--- config.mk ---
export PLATFORM = sky130hd
export DESIGN_NAME = signal_field_parser
export DESIGN_NICKNAME = d
export VERILOG_FILES = /design/src/rtl/signal_field_parser_pkg.sv /design/src/rtl/signal_field_parser_rate_decode.sv /design/src/rtl/signal_field_parser.sv
export SDC_FILE = /design/constraint.sdc
export NUM_CORES = 1
export LEC_CHECK = 0
export BUFFER_PORTS_ARGS = -buffer_cell sky130_fd_sc_hd__buf_2
export CORE_MARGIN = 3
export CORE_UTILIZATION = 30
export DETAILED_ROUTE_END_ITERATION = 10
export GPL_TIMING_DRIVEN = 0
export MAX_ROUTING_LAYER = met4
export PLACE_DENSITY = 0.55
export SKIP_CTS_REPAIR_TIMING = 1
export SLEW_MARGIN = 10
export SYNTH_ARGS = -nofsm -noshare
export SYNTH_HDL_FRONTEND = slang
export SYNTH_HIERARCHICAL = 1
export SYNTH_SLANG_ARGS = --single-unit
--- constraint.sdc ---
create_clock -name clk -period 3.6 [get_ports clk]
set_input_delay 0.36 -clock clk [delete_from_list [all_inputs] [get_ports clk]]
set_output_delay 0.36 -clock clk [all_outputs]
set_load 0.02 [all_outputs]
--- src/rtl/signal_field_parser_pkg.sv ---
// Shared definitions for the 802.11a/g SIGNAL field parser and its helpers.
package signal_field_parser_pkg;

  // Width of the SIGNAL field in bits
  localparam int SIG_W = 24;

  // Bit positions inside the SIGNAL field
  localparam int RATE_MSB   = 23;
  localparam int RATE_LSB   = 20;
  localparam int RSVD_POS   = 19;
  localparam int LEN_FIRST  = 18;  // LENGTH LSB, the first LENGTH bit on air
  localparam int LEN_W      = 12;
  localparam int PARITY_LSB = 6;   // parity covers RATE_MSB down to here
  localparam int TAIL_MSB   = 5;

  // Rate codes as they appear in SIGNAL[23:20]
  localparam logic [3:0] RATE_CODE_6  = 4'b1101;
  localparam logic [3:0] RATE_CODE_9  = 4'b1111;
  localparam logic [3:0] RATE_CODE_12 = 4'b0101;
  localparam logic [3:0] RATE_CODE_18 = 4'b0111;
  localparam logic [3:0] RATE_CODE_24 = 4'b1001;
  localparam logic [3:0] RATE_CODE_36 = 4'b1011;
  localparam logic [3:0] RATE_CODE_48 = 4'b0001;
  localparam logic [3:0] RATE_CODE_54 = 4'b0011;

  // Parser control states
  typedef enum logic [1:0] {
    ST_IDLE  = 2'd0,
    ST_SHIFT = 2'd1,
    ST_CHECK = 2'd2,
    ST_HOLD  = 2'd3
  } state_t;

endpackage

--- src/rtl/signal_field_parser_rate_decode.sv ---
// Combinational SIGNAL rate-code lookup; shared with the transmit side.
module signal_rate_decode
  import signal_field_parser_pkg::*;
(
  input  logic [3:0] rate_bits,
  output logic [7:0] rate_mbps,
  output logic       rate_err
);

  // Map the 4-bit code to Mbps; unknown codes report 0 and flag an error
  always_comb begin
    rate_mbps = 8'd0;
    rate_err  = 1'b0;
    case (rate_bits)
      RATE_CODE_6:  rate_mbps = 8'd6;
      RATE_CODE_9:  rate_mbps = 8'd9;
      RATE_CODE_12: rate_mbps = 8'd12;
      RATE_CODE_18: rate_mbps = 8'd18;
      RATE_CODE_24: rate_mbps = 8'd24;
      RATE_CODE_36: rate_mbps = 8'd36;
      RATE_CODE_48: rate_mbps = 8'd48;
      RATE_CODE_54: rate_mbps = 8'd54;
      default:      rate_err  = 1'b1;
    endcase
  end

endmodule

--- src/rtl/signal_field_parser.sv ---
// Serial SIGNAL field capture and decode: shifts in 24 bits MSB first,
// decodes rate/length, checks parity/reserved/tail/length, and holds the
// result until the consumer accepts it.
module signal_field_parser
  import signal_field_parser_pkg::*;
#(
  parameter bit TAIL_CHECK = 1'b1
) (
  input  logic              clk,
  input  logic              rst,
  input  logic              start,
  input  logic              bit_in,
  input  logic              bit_valid,
  output logic              bit_ready,
  output logic              sig_valid,
  input  logic              sig_ready,
  output logic [3:0]        rate_bits,
  output logic [7:0]        rate_mbps,
  output logic [LEN_W-1:0]  length,
  output logic              parity_err,
  output logic              rate_err,
  output logic              rsvd_err,
  output logic              tail_err,
  output logic              len_err,
  output logic              sig_ok
);

  localparam logic [4:0] LAST_BIT = 5'(SIG_W - 1);

  state_t             state, state_nxt;
  logic [4:0]         cnt_p0;
  logic [SIG_W-1:0]   sr_p0;
  logic               xfer, accept;
  logic [7:0]         dec_mbps;
  logic               dec_rate_err;

  // LENGTH is sent LSB first, so the field bits appear reversed
  function automatic logic [LEN_W-1:0] unpack_length(input logic [SIG_W-1:0] s);
    logic [LEN_W-1:0] l;
    for (int k = 0; k < LEN_W; k++) l[k] = s[LEN_FIRST - k];
    return l;
  endfunction

  // Even parity over rate, reserved and length: 1 means odd count
  function automatic logic parity_fail(input logic [SIG_W-1:0] s);
    return ^s[RATE_MSB:PARITY_LSB];
  endfunction

  // Tail bits must be zero when tail checking is enabled
  function automatic logic tail_fail(input logic [SIG_W-1:0] s);
    return TAIL_CHECK && (s[TAIL_MSB:0] != '0);
  endfunction

  assign bit_ready = (state == ST_SHIFT);
  assign sig_valid = (state == ST_HOLD);
  assign xfer      = bit_valid && bit_ready;
  assign accept    = sig_valid && sig_ready;
  assign sig_ok    = sig_valid && !(parity_err || rate_err || rsvd_err || tail_err || len_err);

  signal_rate_decode u_rate_decode (
    .rate_bits (sr_p0[RATE_MSB:RATE_LSB]),
    .rate_mbps (dec_mbps),
    .rate_err  (dec_rate_err)
  );

  // State register
  always_ff @(posedge clk) begin
    if (rst) state <= ST_IDLE;
    else     state <= state_nxt;
  end

  // Next-state logic; start aborts anything in flight and rearms capture
  always_comb begin
    state_nxt = state;
    if (start) begin
      state_nxt = ST_SHIFT;
    end else begin
      case (state)
        ST_IDLE:  state_nxt = ST_IDLE;
        ST_SHIFT: if (xfer && (cnt_p0 == LAST_BIT)) state_nxt = ST_CHECK;
        ST_CHECK: state_nxt = ST_HOLD;
        ST_HOLD:  if (accept) state_nxt = ST_IDLE;
        default:  state_nxt = ST_IDLE;
      endcase
    end
  end

  // Stage 0: serial capture into the shift register with bit count
  always_ff @(posedge clk) begin
    if (rst) begin
      cnt_p0 <= '0;
      sr_p0  <= '0;
    end else if (start) begin
      cnt_p0 <= '0;
    end else if (xfer) begin
      sr_p0  <= {sr_p0[SIG_W-2:0], bit_in};
      cnt_p0 <= cnt_p0 + 5'd1;
    end
  end

  // Stage 1: register decoded fields and error flags during CHECK
  always_ff @(posedge clk) begin
    if (rst) begin
      rate_bits  <= '0;
      rate_mbps  <= '0;
      length     <= '0;
      parity_err <= 1'b0;
      rate_err   <= 1'b0;
      rsvd_err   <= 1'b0;
      tail_err   <= 1'b0;
      len_err    <= 1'b0;
    end else if ((state == ST_CHECK) && !start) begin
      rate_bits  <= sr_p0[RATE_MSB:RATE_LSB];
      rate_mbps  <= dec_mbps;
      length     <= unpack_length(sr_p0);
      parity_err <= parity_fail(sr_p0);
      rate_err   <= dec_rate_err;
      rsvd_err   <= sr_p0[RSVD_POS];
      tail_err   <= tail_fail(sr_p0);
      len_err    <= (unpack_length(sr_p0) == '0);
    end
  end

endmodule

* Word level (Yosys, flattened, before mapping)
Cells that the tools add are included.
** Operators by class
- $add $sub $neg :: 1
- Equality and inequality tests :: 16
- Mux-type cells :: 6
- Bitwise operators :: 1
- Reduce and logical (&&, ||, !) cells :: 20
** Operators with widths (number)
- $pmux W6 S8 :: 1
- $reduce_xor A18 Y1 :: 1
- $eq A4 B4 Y1 const B :: 4
- $logic_not A12 Y1 :: 1
- $eq A4 B3 Y1 const B :: 2
- $pmux W2 S4 :: 1
- $reduce_or A8 Y1 :: 1
- $ne A3 B2 Y1 const B :: 2
- $reduce_and A2 Y1 :: 3
- $reduce_bool A6 Y1 :: 1
- $add A5 B1 Y5 const B :: 1
- $eq A5 B5 Y1 const B :: 1
- $logic_and A1 B1 Y1 :: 5
- $eq A2 B2 Y1 const B :: 2
- $eq A4 B1 Y1 const B :: 1
- $eq A4 B2 Y1 const B :: 1
- $logic_or A1 B1 Y1 :: 4
- $mux W2 :: 2
- $ne A2 B1 Y1 const B :: 2
- $eq A2 B1 Y1 const B :: 1
- $logic_not A1 Y1 :: 2
- $logic_not A2 Y1 :: 1
- $mux W1 :: 2
- $reduce_or A2 Y1 :: 1
- $not A1 Y1 :: 1
** Word-level totals
- Register bits after elaboration :: 60
- Input bits :: 6
- Output and inout port bits :: 32

* Longest topological paths before layout
Gate-level depths: netlist of the first run.
- Depth after elaboration :: 6
- Gate-level depth with buffers :: 7

* By module
Netlist of the first run, hierarchy kept.
** By module, submodules not included
- signal_field_parser :: times used 1, cells each 294, area an instance 2363.5 µm², seq. area each 1201.2 µm²
- signal_rate_decode :: times used 1, cells each 19, area an instance 117.6 µm², seq. area each 0.0 µm²

* Least setup slack after synthesis of the first run
Ideal clock, no wire load.
- Path kind :: reg-to-output
- From :: reg len_err
- To :: out sig_ok
- Data arrival time :: 1.355 ns
- Required time :: 3.240 ns
- Path slack :: 1.885 ns
- Stages on the path, launching flop included :: 3
- Buffers on the path :: 0
- Cells stage by stage :: dfxtp_1 -> or4_1 -> nor3_1
** Between the ends
- Word-level cells in the longest chain between the ends :: 3
** RTL lines
- from (decl) :: line signal_field_parser.sv:24 : output logic len_err,
- from (signal assigned) :: line signal_field_parser.sv:120 : len_err <= (unpack_length(sr_p0) == '0);
- $logic_or A1 B1 Y1 :: line signal_field_parser.sv:58 : assign sig_ok = sig_valid && !(parity_err || rate_err || rsvd_err || tail_err || len_err);
- $logic_not A1 Y1 :: line signal_field_parser.sv:58
- $logic_and A1 B1 Y1 :: line signal_field_parser.sv:58
- to (decl) :: line signal_field_parser.sv:25 : output logic sig_ok
No other way between the ends.

* Worst setup path after layout of the first run
- From :: reg state[0]
- To :: reg sr_p0[16]
** Between the ends
- Word-level cells in the longest chain between the ends :: 3
** RTL lines
- from (decl) :: line signal_field_parser.sv:30 : state_t state, state_nxt;
- from (signal assigned) :: line signal_field_parser.sv:69 : else state <= state_nxt;
- $eq A2 B1 Y1 :: line signal_field_parser.sv:54 : assign bit_ready = (state == ST_SHIFT);
- $logic_and A1 B1 Y1 :: line signal_field_parser.sv:56 : assign xfer = bit_valid && bit_ready;
- $reduce_and A2 Y1 (no source line)
- to (signal assigned) :: line signal_field_parser.sv:96 : sr_p0 <= {sr_p0[SIG_W-2:0], bit_in};
- to (decl) :: line signal_field_parser.sv:32 : logic [SIG_W-1:0] sr_p0;
No other way between the ends.
A chain may end at the register's enable or synchronous reset.

==> results of run 1 <==
## layout make-up
cell class / instances / area, sq um / share of cell area [%]
multi-input combinational: 230 / 1190 / 40.0
clock inverter: 2 / 10.0 / 0.337
buffer: 18 / 75.1 / 2.53
inverter: 6 / 22.5 / 0.759
timing repair buffer: 36 / 180 / 6.07
sequential: 60 / 1200 / 40.5
tap: 102 / 128 / 4.30
clock buffer: 12 / 165 / 5.56
## cell families after synthesis
group / synth area share [%]
simple gates: 23.1
flops: 48.4
other cells: 0.151
buf+inv: 3.93
xor+xnor: 8.27
mux: 0.403
compound gates: 13.7
fa+ha+maj: 2.02
## power groups by stage
stage	Sequential, mW	Clock [mW]	Combinational [mW]
finish	0.670	0.543	0.0484
global route	0.670	0.590	0.0550
CTS	0.670	0.558	0.0494
detailed placement	0.685	0	0.0494
global placement	0.685	0	0.0486
floorplan	0.686	0	0.0310
## worst max-delay path by stage
stage	start	endpoint	slack, ps
finish	state[0]$_SDFFE_PP0P_	sr_p0[16]$_SDFFE_PP0P_	1680
global route	state[0]$_SDFFE_PP0P_	sr_p0[16]$_SDFFE_PP0P_	1480
CTS	len_err$_SDFFE_PP0P_	sig_ok	1670
detailed placement	state[0]$_SDFFE_PP0P_	sr_p0[16]$_SDFFE_PP0P_	1690
global placement	state[0]$_SDFFE_PP0P_	sr_p0[16]$_SDFFE_PP0P_	1760
floorplan	len_err$_SDFFE_PP0P_	sig_ok	1890
## worst register-to-register path, delay by kind of cell, from the launching register on
kind,cells,cell delay (ps)
AOI/OAI and AO/OA,1,140
adders and majority gates,1,300
buffers and inverters,1,430
DFF,1,380
and+or+nand+nor,3,600
## per-stage QoR
stage	instance area, sq um	hold slack, ps	cells
after floorplan	2480	445	314
after global placement	2790	442	452
after detailed placement	2790	446	452
after CTS	2970	253	466
after global routing	2970	269	466
final	2970	269	466
## cell usage after synthesis (all sizes together)
library cell,count
ha,4
a211oi,3
nand3b,2
or2,2
a21oi,56
nor3,2
conb,1
clkbuf,16
inv,6
nand2,108
or4,1
xnor3,1
nand2b,3
a311oi,1
nor2b,1
and3,2
a21boi,1
o21ai,2
xnor2,15
nand3,5
mux2i,1
nand4,1
nor2,8
buf,2
nor4,4
dfxtp,60
xor2,5
## routing by layer
layer	vias to the layer above	track usage (%)	wire length, microns
met3	5	5.41	321
met2	52	19.9	2560
met4	0	3.56	39
li1	1113	-	-
met5	-	-	0
met1	981	16.6	2750
## flip-flops by register name, summed over array words and instances (netlist names)
| name | count |
|---|---|
| cnt_p0 | 5 |
| len_err | 1 |
| length | 12 |
| parity_err | 1 |
| rate_bits | 4 |
| rate_err | 1 |
| rate_mbps | 8 |
| rsvd_err | 1 |
| sr_p0 | 24 |
| state | 2 |
| tail_err | 1 |
==> results by group, run 1 <==
Power
  • Cell-internal power: 977 uW
  • Static Leak: 1.08 nW
  • Final Power: 1.26 mW
  • Maximum VDD drop: 0.219 mV
  • Clock power share: 43.0%
  • Sw Pwr: 285 uW
  • Logic gate share of total power: 3.8%
  • Pwr dens: 425 mW/mm^2
  • Sequential share of power: 53.1%
  • Net Sw Frac: 22.6%

STA
  • Final clock skew: 6.51 ps
  • Slew Limit Fails: 0
  • Relative slew margins: 66.2%
  • Final worst setup slack: 1680 ps
  • Worst slew pin tran: 507 ps
  • Final setup fails: 0
  • Setup TNS: 0 ps
  • Crit share post-route: 53.3%
  • Hold Vio Cnt, Final: 0
  • Post-route minimum period: 1920 ps
  • Fmax: 521 MHz
  • RSZ-0062 raised after global routing: false

Finish
  • Fillers: 846
  • Share of cells above drive strength 1: 15.4%
  • Most frequent cells in the layout: nand2_1 (108), dfxtp_1 (60), a21oi_1 (56)
  • Area grow syn2layout: 19.6%
  • Ant. Diodes: 0
  • Final core utilization: 37.6%
  • Nets: 371
  • Most common cell after layout, fill and taps aside: nand2_1

Hold path
  • Hold crit path type: primary input to flip-flop
  • Hold Path End: sr_p0[0]$_SDFFE_PP0P_
  • Hold path depth: 3
  • Hold path start: bit_in

Critical path
  • Crit start category: flip-flop
  • CP dominant cell by count: nand2_1
  • Max stage delay on crit path: 430 ps
  • FF-to-FF path depth: 6
  • Kind of cell adding the most delay to the critical path: simple AND/OR/NAND/NOR gates
  • Worst-path cell chain: ha_1 > nand2_1 > nor2_1 > clkbuf_1 > nand2_1 > a21oi_1
  • Slowest CP cell: clkbuf_1
  • Req. time, crit path: 3860 ps
  • Nature of the critical path endpoint: flip-flop
  • Reg2reg end: sr_p0[16]$_SDFFE_PP0P_
  • Worst Path Max Fanout: 10
  • Critical path data arrival time: 2180 ps
  • R2r startpoint: state[0]$_SDFFE_PP0P_
  • Crit Path Class: flip-flop to flip-flop
  • Worst path buffer plus inverter count: 1
  • Stages on the worst setup path: 6
  • Reg2Reg Setup Slack: 1680 ps

Floorplanning
  • Site Rows: 32
  • Core box area: 0.00789 sq mm
  • Top Ports: 38
  • Die Wd: 96.9 microns
  • Vert. Die Dim: 96.9 microns
  • Initial Utilization: 31.5%
  • Die area: 0.00940 sq mm

CTS
  • Max clock buf depth: 2
  • Sink Count: 60
  • Clk_lat worst skew: 330 ps
  • Clock Tree Root: clkbuf_8
  • Clock Pin Slew Worst Setup and Hold Paths: 60 ps
  • Num CTS Buffers: 9
  • CTS tree: done
  • H-tree depth: 3

Place
  • Post-DP HPWL: 4040 microns
  • # port buffers: 36
  • GPL Wtd Cong: 0.826
  • Dpl ws: 1690 ps

Route
  • DRT iter0 DRCs: 81
  • Antenna-violating nets left: 0
  • Via-per-instance ratio: 4.62
  • First drt pass iteration count: 4
  • DRT Wirelength: 5670 microns
  • Wire per inst: 12.2 microns
  • DRC: 0
  • Via count: 2151

GRT
  • Largest net degree at the start of global routing: 12
  • Initial antenna violation count: 0
  • GRT Overall Usage: 13.3%
  • Total global routing overflow: 0
  • Vias in the first global route: 2015
  • First-pass GRT wire length: 9800 microns

Logic synthesis
  • Top cells by area, synth: dfxtp_1 (48%), nand2_1 (16%), a21oi_1 (11%)
  • Synthesized area per cell: 7.93 sq um
  • Dominant cell type by area after synthesis: dfxtp_1
  • Yosys warns: 6
  • Register area share after synthesis: 48.4%
  • Yosys cell types: 31
  • Share of the synthesized area in the top cell type: 48.4%
  • Post-synthesis cell count: 313
  • Cell area after synthesis: 0.00248 sq mm
  • Register bit total from synthesis: 60

Outcome
  • Status: complete, no violations

Flow run
  • Max Cap Viol: 0
Note: power is estimated with default switching activity, not from simulation.
==> inputs of run 2 (changes only) <==
ABC_AREA = 1   (was not set)
PLACE_DENSITY = 0.54   (was 0.55)
clock period = 1.86 ns   (was 3.6 ns; I/O delays follow)
==> results by group, run 2 <==
GRT
  • GRT Overall Usage: 13.7% (was 13.3%)
  • Vias in the first global route: 2248 (was 2015)
  • Largest net degree at the start of global routing: 11 (was 12)
  • Total global routing overflow: 0 (unchanged)
  • First-pass GRT wire length: 10400 microns (was 9800 microns)
  • Initial antenna violation count: 0 (unchanged)

Logic synthesis
  • Register bit total from synthesis: 60 (unchanged)
  • Dominant cell type by area after synthesis: dfxtp_1 (unchanged)
  • Count leader, synth: nor2_1 (was nand2_1)
  • Cell area after synthesis: 0.00262 sq mm (was 0.00248 sq mm)
  • Register area share after synthesis: 45.8% (was 48.4%)
  • Yosys warns: 6 (unchanged)
  • Post-synthesis cell count: 367 (was 313)
  • Yosys cell types: 27 (was 31)
  • Post-synth top cells: nor2_1 (68), nand2_1 (61), dfxtp_1 (60) (was nand2_1 (108), dfxtp_1 (60), a21oi_1 (56))
  • Synthesized area per cell: 7.14 sq um (was 7.93 sq um)
  • Asr flop ratio synth: 0% (unchanged)
  • Prevailing post-synth register cell: dfxtp_1 (unchanged)
  • Share of the synthesized area in the top cell type: 45.8% (was 48.4%)
  • Top cells by area, synth: dfxtp_1 (46%), nor2_1 (9.7%), o21ai_0 (9.6%) (was dfxtp_1 (48%), nand2_1 (16%), a21oi_1 (11%))
  • EDFF count, synth: 0 (unchanged)

Route
  • Via-per-instance ratio: 4.56 (was 4.62)
  • First drt pass iteration count: 4 (unchanged)
  • Via count: 2396 (was 2151)
  • DRC: 0 (unchanged)
  • Antenna-violating nets left: 0 (unchanged)
  • DRT iter0 DRCs: 107 (was 81)
  • Wire per inst: 11.8 microns (was 12.2 microns)
  • DRT Wirelength: 6200 microns (was 5670 microns)

Finish
  • Area grow syn2layout: 19.6% (about the same)
  • Fillers: 913 (was 846)
  • Regs by FF count: sr_p0 (24), length (12), rate_mbps (8) (unchanged)
  • Largest register FFs: 24 (unchanged)
  • Ant. Diodes: 0 (unchanged)
  • Most frequent cells in the layout: nor2_1 (68), nand2_1 (61), dfxtp_1 (60) (was nand2_1 (108), dfxtp_1 (60), a21oi_1 (56))
  • Most flop-heavy register: sr_p0 (unchanged)
  • Most common cell after layout, fill and taps aside: nor2_1 (was nand2_1)
  • Storage element area: 0.00120 sq mm (unchanged)
  • Share of cells above drive strength 1: 17.6% (was 15.4%)
  • Multi-input logic area: 0.00121 sq mm (was 0.00119 sq mm)
  • Nets: 426 (was 371)
  • Non-Filler Instances: 525 (was 466)

Hold path
  • Hold Path End: state[0]$_SDFFE_PP0P_ (was sr_p0[0]$_SDFFE_PP0P_)
  • Hold path depth: 2 (was 3)
  • Hold path start: rst (was bit_in)
  • Hold crit path type: primary input to flip-flop (unchanged)

STA
  • Final setup fails: 0 (unchanged)
  • Post-route minimum period: 1610 ps (was 1920 ps)
  • Final clock skew: 10.5 ps (was 6.51 ps)
  • Setup TNS: 0 ps (unchanged)
  • Fin Hold WS: 33.6 ps (was 269 ps)
  • Crit share post-route: 86.6% (was 53.3%)
  • RSZ-0062 raised after global routing: false (unchanged)
  • Slew Limit Fails: 0 (unchanged)
  • Hold Vio Cnt, Final: 0 (unchanged)
  • Fmax: 621 MHz (was 521 MHz)

Critical path
  • Reg2Reg Setup Slack: 250 ps (was 1680 ps)
  • Nature of the critical path endpoint: flip-flop (unchanged)
  • Critical path data arrival time: 1820 ps (was 2180 ps)
  • Worst Path Max Fanout: 10 (unchanged)
  • Req. time, crit path: 2070 ps (was 3860 ps)
  • Reg2reg end: sr_p0[16]$_SDFFE_PP0P_ (unchanged)
  • R2r startpoint: state[1]$_SDFFE_PP0P_ (was state[0]$_SDFFE_PP0P_)
  • Crit start category: flip-flop (unchanged)
  • Crit Path Class: flip-flop to flip-flop (unchanged)
  • FF-to-FF path depth: 6 (unchanged)

Power
  • Maximum VDD drop: 0.398 mV (was 0.219 mV)
  • Pwr dens: 909 mW/mm^2 (was 425 mW/mm^2)
  • Final Power: 2.85 mW (was 1.26 mW)
  • Static Leak: 1.48 nW (was 1.08 nW)

CTS
  • Sink Count: 60 (unchanged)
  • CTS tree: done (unchanged)
  • H-tree depth: 3 (unchanged)
  • Max clock buf depth: 2 (unchanged)
  • Clock Tree Root: clkbuf_8 (unchanged)
  • Num CTS Buffers: 9 (unchanged)
  • Clk_lat worst skew: 350 ps (was 330 ps)
  • Clock Pin Slew Worst Setup and Hold Paths: 70 ps (was 60 ps)

Place
  • Post-DP HPWL: 4430 microns (was 4040 microns)
  • Placed Instances: 510 (was 452)
  • # port buffers: 37 (was 36)
  • GPL Wtd Cong: 0.817 (was 0.826)

Floorplanning
  • Initial Utilization: 31.4% (was 31.5%)
  • Vert. Die Dim: 99.5 microns (was 96.9 microns)
  • Core box area: 0.00834 sq mm (was 0.00789 sq mm)
  • Die area: 0.00989 sq mm (was 0.00940 sq mm)
  • Die Wd: 99.5 microns (was 96.9 microns)
  • Site Rows: 33 (was 32)
  • Top Ports: 38 (unchanged)

Outcome
  • Status: complete, no violations (unchanged)

Flow run
  • Max Cap Viol: 0 (unchanged)
[run 2: final cells by class]
cell class	instances	share of cell area, %
timing repair buffer	37	5.91
buffer	16	2.36
multi-input combinational	255	38.7
clock inverter	5	1.68
clock buffer	10	4.39
inverter	37	4.43
sequential	60	38.3
tap	105	4.19
[run 2: logic make-up after synthesis]
family                   Yosys count  share of synthesized area [%]
AO/OA/AOI/OAI                     87                           17.1
AND/OR/NAND/NOR                  154                           24.3
other                              1                          0.143
adder cells (fa/ha/maj)            4                           1.91
buffers and inverters             53                           8.02
flip-flops                        60                           45.8
XOR/XNOR                           8                           2.67
[run 2: worst max-delay path, cell delays in order (launching register included)]
cell and delay, ps:
dfxtp_1 340, inv_1 60, ha_1 190, nand2_2 120
nor2_2 210, clkbuf_1 410, a21oi_1 140
[run 2: worst max path at each step]
stage	from	to
floorplan	state[1]$_SDFFE_PP0P_	state[0]$_SDFFE_PP0P_
global placement	state[1]$_SDFFE_PP0P_	sr_p0[12]$_SDFFE_PP0P_
detailed placement	state[1]$_SDFFE_PP0P_	sr_p0[12]$_SDFFE_PP0P_
CTS	state[1]$_SDFFE_PP0P_	sr_p0[12]$_SDFFE_PP0P_
global route	state[1]$_SDFFE_PP0P_	sr_p0[17]$_SDFFE_PP0P_
finish	state[1]$_SDFFE_PP0P_	sr_p0[16]$_SDFFE_PP0P_
[run 2: where the power goes]
part / switching, mW / total (mW) / leakage, nW / internal (mW)
logic: 0.205 / 0.316 / 0.895 / 0.110
registers: 0.0417 / 1.37 / 0.487 / 1.33
clock network: 0.518 / 1.16 / 0.0979 / 0.640
total: 0.765 / 2.85 / 1.48 / 2.08
[run 2: through the flow]
stage	worst slack [ps]	cell area, sq um	util [%]
floorplan	294	2620	-
global placement	142	2940	35.3
detailed placement	139	2940	35.3
CTS	87.5	3130	37.5
global route	37.6	3130	37.6
finish	249	3130	37.6
[run 2: routing by layer]
layer / track usage [%] / wire length [microns]
met4: 5.99 / 110
met2: 19.6 / 2480
met3: 3.86 / 339
met1: 18.1 / 3270
met5: - / 0
